===== src/rtl/neokeon_pkg.sv =====
// Shared encodings and round-constant arithmetic for the Neokeon-128 round controller.
package neokeon_pkg;

    localparam int          NEOKEON_NR = 16;
    localparam logic [7:0]  RCON_FIRST = 8'h80;
    localparam logic [7:0]  RCON_LAST  = 8'hD4;
    localparam logic [8:0]  RC_POLY    = 9'h11B;

    typedef enum logic [2:0] {
        ST_IDLE    = 3'd0,
        ST_LOAD    = 3'd1,
        ST_KEYPREP = 3'd2,
        ST_ROUND   = 3'd3,
        ST_FINAL   = 3'd4,
        ST_DONE    = 3'd5
    } state_t;

    // Multiply by x in GF(2^8) modulo RC_POLY.
    function automatic logic [7:0] rcDouble(input logic [7:0] x);
        return {x[6:0], 1'b0} ^ (x[7] ? RC_POLY[7:0] : 8'h00);
    endfunction

    // Inverse of rcDouble: divide by x, folding the polynomial in when x is odd.
    function automatic logic [7:0] rcHalve(input logic [7:0] x);
        logic [8:0] t;
        t = x[0] ? ({1'b0, x} ^ RC_POLY) : {1'b0, x};
        return t[8:1];
    endfunction

endpackage


===== src/rtl/neokeon_rc_lfsr.sv =====
// Round-constant register: reloads on request, otherwise doubles (encrypt) or halves (decrypt) per step.
// Latency: new value one cycle after load/step. No backpressure; load has priority over step.
module neokeon_rc_lfsr
    import neokeon_pkg::*;
#(
    parameter logic [7:0] ENC_INIT = RCON_FIRST,
    parameter logic [7:0] DEC_INIT = RCON_LAST
) (
    input  logic       clk,
    input  logic       rstN,
    input  logic       load,
    input  logic       loadDec,
    input  logic       step,
    input  logic       dir,
    output logic [7:0] rc
);

    always_ff @(posedge clk) begin
        if (!rstN) begin
            rc <= ENC_INIT;
        end else if (load) begin
            rc <= loadDec ? DEC_INIT : ENC_INIT;
        end else if (step) begin
            rc <= dir ? rcHalve(rc) : rcDouble(rc);
        end
    end

endmodule


===== src/rtl/neokeon_round_sequencer.sv =====
// Sequences one Neokeon encrypt/decrypt job: load, key-prep (decrypt), NR rounds, final Theta, done pulse.
// Latency: done in the NR+3 (enc) / NR+4 (dec) cycle after accept. Busy jobs ignore inStart; inAbort cancels.
module neokeon_round_sequencer
    import neokeon_pkg::*;
#(
    parameter int         NR          = NEOKEON_NR,
    parameter logic [7:0] RC_ENC_INIT = RCON_FIRST,
    parameter logic [7:0] RC_DEC_INIT = RCON_LAST
) (
    input  logic       inClk,
    input  logic       inRstN,
    input  logic       inStart,
    input  logic       inDecrypt,
    input  logic       inAbort,
    output logic       outReady,
    output logic       outLoad,
    output logic       outKeyPrep,
    output logic       outRoundEn,
    output logic       outFinal,
    output logic       outRcPre,
    output logic [7:0] outRC,
    output logic [4:0] outRound,
    output logic       outDone
);

    state_t     state;
    state_t     nxtState;
    logic       mode;
    logic       accept;
    logic       abortJob;
    logic [7:0] rcReg;

    assign accept   = (state == ST_IDLE) && inStart;
    assign abortJob = (state != ST_IDLE) && inAbort;

    always_comb begin
        nxtState = state;
        unique case (state)
            ST_IDLE:    if (inStart) nxtState = ST_LOAD;
            ST_LOAD:    nxtState = mode ? ST_KEYPREP : ST_ROUND;
            ST_KEYPREP: nxtState = ST_ROUND;
            ST_ROUND:   if (outRound == 5'(NR - 1)) nxtState = ST_FINAL;
            ST_FINAL:   nxtState = ST_DONE;
            ST_DONE:    nxtState = ST_IDLE;
            default:    nxtState = ST_IDLE;
        endcase
        if (abortJob) nxtState = ST_IDLE;
    end

    // Outputs are decoded from the next state so they line up with the state register.
    always_ff @(posedge inClk) begin
        if (!inRstN) begin
            state      <= ST_IDLE;
            mode       <= 1'b0;
            outReady   <= 1'b1;
            outLoad    <= 1'b0;
            outKeyPrep <= 1'b0;
            outRoundEn <= 1'b0;
            outFinal   <= 1'b0;
            outRcPre   <= 1'b0;
            outRound   <= '0;
            outDone    <= 1'b0;
        end else begin
            state      <= nxtState;
            if (accept) mode <= inDecrypt;
            outReady   <= (nxtState == ST_IDLE);
            outLoad    <= (nxtState == ST_LOAD);
            outKeyPrep <= (nxtState == ST_KEYPREP);
            outRoundEn <= (nxtState == ST_ROUND);
            outFinal   <= (nxtState == ST_FINAL);
            outRcPre   <= ((nxtState == ST_ROUND) || (nxtState == ST_FINAL)) && !mode;
            outRound   <= ((state == ST_ROUND) && (nxtState == ST_ROUND)) ? outRound + 5'd1 : 5'd0;
            outDone    <= (nxtState == ST_DONE);
        end
    end

    neokeon_rc_lfsr #(
        .ENC_INIT (RC_ENC_INIT),
        .DEC_INIT (RC_DEC_INIT)
    ) uRcLfsr (
        .clk     (inClk),
        .rstN    (inRstN),
        .load    (accept || abortJob),
        .loadDec (accept && inDecrypt),
        .step    (state == ST_ROUND),
        .dir     (mode),
        .rc      (rcReg)
    );

    assign outRC = (outRoundEn || outFinal) ? rcReg : 8'h00;

endmodule


===== config.mk =====
export PLATFORM = sky130hd
export DESIGN_NAME = neokeon_round_sequencer
export DESIGN_NICKNAME = d
export VERILOG_FILES = /design/src/rtl/neokeon_pkg.sv /design/src/rtl/neokeon_rc_lfsr.sv /design/src/rtl/neokeon_round_sequencer.sv
export SDC_FILE = /design/constraint.sdc
export NUM_CORES = 1
export LEC_CHECK = 0
export CAP_MARGIN = 5
export CORE_MARGIN = 2
export CORE_UTILIZATION = 53
export DETAILED_ROUTE_END_ITERATION = 10
export PLACE_DENSITY = 0.85
export RECOVER_POWER = 100
export SLEW_MARGIN = 20
export SYNTH_ARGS = -nofsm -noshare
export SYNTH_HDL_FRONTEND = slang
export SYNTH_SLANG_ARGS = --single-unit

===== constraint.sdc =====
create_clock -name inClk -period 3.1 [get_ports inClk]
set_clock_uncertainty 0.2 [all_clocks]
set_input_delay 0.31 -clock inClk [delete_from_list [all_inputs] [get_ports inClk]]
set_output_delay 0.31 -clock inClk [all_outputs]
set_load 0.005 [all_outputs]

After elaboration in Yosys (flattened, before gate mapping)
Cells that the tools add are included.

Flip-flop bits (word level): 24. Bits of input ports: 5. Word-level logic and storage cells: 50.

Add/sub/neg operators: 1. Eq/ne operators: 10. Muxes and demuxes: 12. Bitwise logic cells: 2. Reductions and logical operators: 14.

Operators with widths (number): $mux W8 (4); $pmux W3 S5 (1); $eq A3 B2 Y1 const B (4); $eq A3 B3 Y1 const B (3); $mux W3 (3); $mux W9 (1); $xor A8 B8 Y8 (1); $mux W7 (1); $eq A3 B1 Y1 const B (2); $logic_not A3 Y1 (2); $add A5 B1 Y5 const B (1); $eq A5 B4 Y1 const B (1); $logic_and A1 B1 Y1 (5); $mux W5 (1); $not A4 Y5 (1); $logic_or A1 B1 Y1 (3); $reduce_bool A3 Y1 (1); $reduce_and A2 Y1 (1); $reduce_bool A2 Y1 (1); $logic_not A1 Y1 (1); $mux W1 (1).

Logic depth before layout (Yosys ltp)
Depth in word-level cells: 7. Gate-level depth with buffers: 7.

By module
A second synthesis with hierarchy kept.

Cells, all modules: 135. Area, all modules: 1239.9 um^2.

Modules (own cells, without submodules): neokeon_round_sequencer (times used 1, cells an instance 82, area each 753.2 um^2, sequential area each 320.3 um^2); neokeon_rc_lfsr (times used 1, cells an instance 53, area each 486.7 um^2, sequential area each 160.2 um^2).

Worst setup path before layout
Ideal clock, no wire load.

Path kind: reg2reg. Start point: register outRound[0]. End point: register outRound[2]. Library setup time: 78 ps. Data arrival time: 1721 ps. Path slack: 1101 ps. Cell stages (with the launch flop): 8. Buffers on the path: 0. Clock period less this slack: 1999 ps. Path through: dfxtp_1 -> ha_1 -> and3_1 -> ha_1 -> and3_4 -> nor4_4 -> nand4_2 -> nor3_1.

Longest elaborated chain between the ends: 7.

RTL lines: start: declaration (RTL line neokeon_round_sequencer.sv:22) `output logic [4:0] outRound,`; start signal: assignment (RTL line neokeon_round_sequencer.sv:72) `outRound <= ((state == ST_ROUND) && (nxtState == ST_ROUND)) ? outRound + 5'd1 : 5'd0;`; $eq A5 B4 Y1 (RTL line neokeon_round_sequencer.sv:42) `ST_ROUND: if (outRound == 5'(NR - 1)) nxtState = ST_FINAL;`; $mux W3 (RTL line neokeon_round_sequencer.sv:42); $pmux W3 S5 (RTL line neokeon_round_sequencer.sv:38) `unique case (state)`; $mux W3 (RTL line neokeon_round_sequencer.sv:47) `if (abortJob) nxtState = ST_IDLE;`; $eq A3 B2 Y1 (RTL line neokeon_round_sequencer.sv:72); $logic_and A1 B1 Y1 (RTL line neokeon_round_sequencer.sv:72); $reduce_and A2 Y1 (no source line).

Several ways; a longest one is shown, not always the timed one. A chain may end at the register's enable or synchronous reset.

Worst setup path after layout
Start point: register outRound[0]. End point: register outRound[4].

Same word-level chain as after synthesis.

==> reports/metrics.yaml <==
clocking:
  clkLatencyLatePin_ps: 320
  ctsHoldBuffers: 0
  postCtsSetupRepairBufs: 0
  numCtsBuffers: 3
  path_clk_slew_ps: 130
  clock-root-buffer: "clkbuf_4"
  cts_htree_levels: 1
  cts_resized: 0
  clock_path_buffers: 2
  cts_tree: "done"
  clkSinkCount: 24
synth:
  synth_fa_ha_area_frac: 0.0208
  yosysWarnings: 0
  synth_edf_count: 0
  syn_area_mm2: 0.00120
  async_flop_share: 0
  synth_xor_area_frac: 0.0510
  synth_top_family_by_area: "simple AND/OR/NAND/NOR gates"
  synth_compound_area_frac: 0.151
  synthSimpleGateAreaFrac: 0.273
  synth_cell_types: 41
  syn_avg_cell_area_um2: 9.10
  synthCells: 132
  synth_top_area_share: 0.400
  ys_seq_area_frac: 0.400
  synthFlopType: "dfxtp_1"
  muxShareOfSynthArea: 0.0500
  synth_area_leaders: "dfxtp_1 (40%), nor2b_1 (6.3%), mux2i_1 (5.0%)"
  syn_nets: 139
  ys_ff_latch: 24
  synth_top_cell_by_area: "dfxtp_1"
sta:
  slew_viol_final: 0
  period_needed_ps: 2390
  period_share: 0.770
  finalHoldViolations: 0
  fin_ws_ps: 714
  rsz0062_at_grt: "false"
  finalSetupTns_ps: 0
  fmax_ghz: 0.419
  hold_slack_ps: 310
  relSlewSlack: 0.557
  worst_pin_slew_ps: 662
  finalSetupViolations: 0
setup_path:
  crit_fanout: 7
  start_kind: "flop"
  critical_path_arrival_ps: 2430
  reg2regPathDepth: 7
  cp-end-kind: "flop"
  cp.required_ps: 3140
  path_class: "reg2reg"
pwr:
  powerDensity_mw_per_mm2: 446
  combPwrFrac: 0.121
  p_clk_frac: 0.354
  ir_worst_vdd_mv: 0.393
  switching_share: 0.240
  power.internal_mw: 0.494
  net-switching-power_mw: 0.156
  leakagePower_nw: 0.597
  seqPwrFrac: 0.526
layout:
  fin_nets: 159
  layout_commonest_cell: "dfxtp_1"
  final_cell_mix: "dfxtp_1 (24), dlygate4sd3_1 (20), nor2b_1 (12)"
  drive_gt1_frac: 0.0596
  fin_area_mm2: 0.00146
  regMostFlops: "uRcLfsr.rc"
  finish.utilization: 0.671
  syn_to_final_growth_pct: 21.3
  n_antenna_cell: 0
  reg_top3: "uRcLfsr.rc x8, outRound x5, state x3"
  largest_reg_flops: 8
hold_path:
  whs_path_depth: 1
  min_path_type: "reg2reg"
placed_design:
  placed_area_mm2: 0.00143
  gp_congestion: 0.873
  pre_cts_slack_ps: 956
  portBuffers: 24
  hpwl_mm: 1.83
routing:
  routed_via_density: 5.58
  finalWirelength_mm: 2.64
  postRouteAntennaNets: 0
  first_iter_violations: 23
  routed-via-count: 999
  wl_per_cell_um: 14.8
  drc: 0
  detail_route.first_pass.iterations: 4
global_route:
  antenna_found_initial: 0
  grt_pass1_vias: 946
  overflow: 0
  grt_pass1_wl_mm: 4.37
  gr-usage-all-layers: 0.218
  grt_start_max_net_pins: 16
floorplan:
  fp.dieH_um: 51.6
  coreArea_mm2: 0.00217
  io_pins: 25
  num_rows: 17
  start_util: 0.554
  die_area_mm2: 0.00266
  die_width_um: 51.6
run_status:
  status: "finished clean"
flow_run:
  maxCapViolCount: 0
## critical path, stage by stage (launching register included)
cell and delay (ps):
dfxtp_1 360, ha_1 230, and3_1 180, ha_1 180, and3_1 190, nor4_1 460, nand4_2 260, nor3_1 250
## synthesized netlist by cell type, types with 2 or more instances
cell,n
nor3_1,5
a21oi_1,6
nor2_1,9
o311a_1,3
dfxtp_1,24
clkbuf_1,3
xor2_1,4
nand2b_1,2
xnor2_1,3
nor2b_1,12
nand3_1,3
inv_1,4
o221ai_1,3
ha_1,2
and3_1,3
o21ai_0,3
buf_2,4
mux2i_1,6
nand2_1,11
## metal layers
metal	global-route usage	wire, um	up-vias
met1	0.296	1210	468
met4	0.0789	21	0
met5	0	0	-
li1	-	-	499
met3	0.0316	113	2
met2	0.353	1290	30
## worst paths after layout
path | start | slack, ps | endpoint
max | outRound[0] | 710 | outRound[4]
min | outRound[0] | 310 | outRound[0]
max reg2reg | outRound[0] | 710 | outRound[4]
min reg2reg | outRound[0] | 310 | outRound[0]
## stage by stage
| step | power (mW) | cells |
|---|---|---|
| finish | 0.650 | 179 |
| floorplan | 0.405 | 132 |
| detailed placement | 0.430 | 175 |
| global placement | 0.428 | 175 |
| global route | 0.673 | 179 |
| CTS | 0.657 | 179 |
## power groups by stage
stage | combinational (mW) | clock [mW] | sequential, mW
4_1_cts | 0.0834 | 0.232 | 0.342
3_5_place_dp | 0.0819 | 0 | 0.348
6_report | 0.0783 | 0.230 | 0.342
5_1_grt | 0.0873 | 0.242 | 0.344
3_3_place_gp | 0.0799 | 0 | 0.348
2_1_floorplan | 0.0691 | 0 | 0.336
## final cells by class
class / count / area (um^2)
Clock buffer: 3 / 22.5
Clock inverter: 1 / 30.0
Fill cell: 196 / 713
Inverter: 4 / 15.0
Multi-Input combinational cell: 95 / 633
Sequential cell: 24 / 480
Tap cell: 28 / 35.0
Timing Repair Buffer: 24 / 240
## kinds of logic (layout without fill, tap and decap cells)
family,count (synthesis),after routing
AND/OR/NAND/NOR,56,56
AO/OA/AOI/OAI,24,24
flip-flops,24,24
buffers and inverters,13,32
XOR/XNOR,7,7
multiplexers,6,6
adder cells (fa/ha/maj),2,2
(Power assumes the default switching activity.)
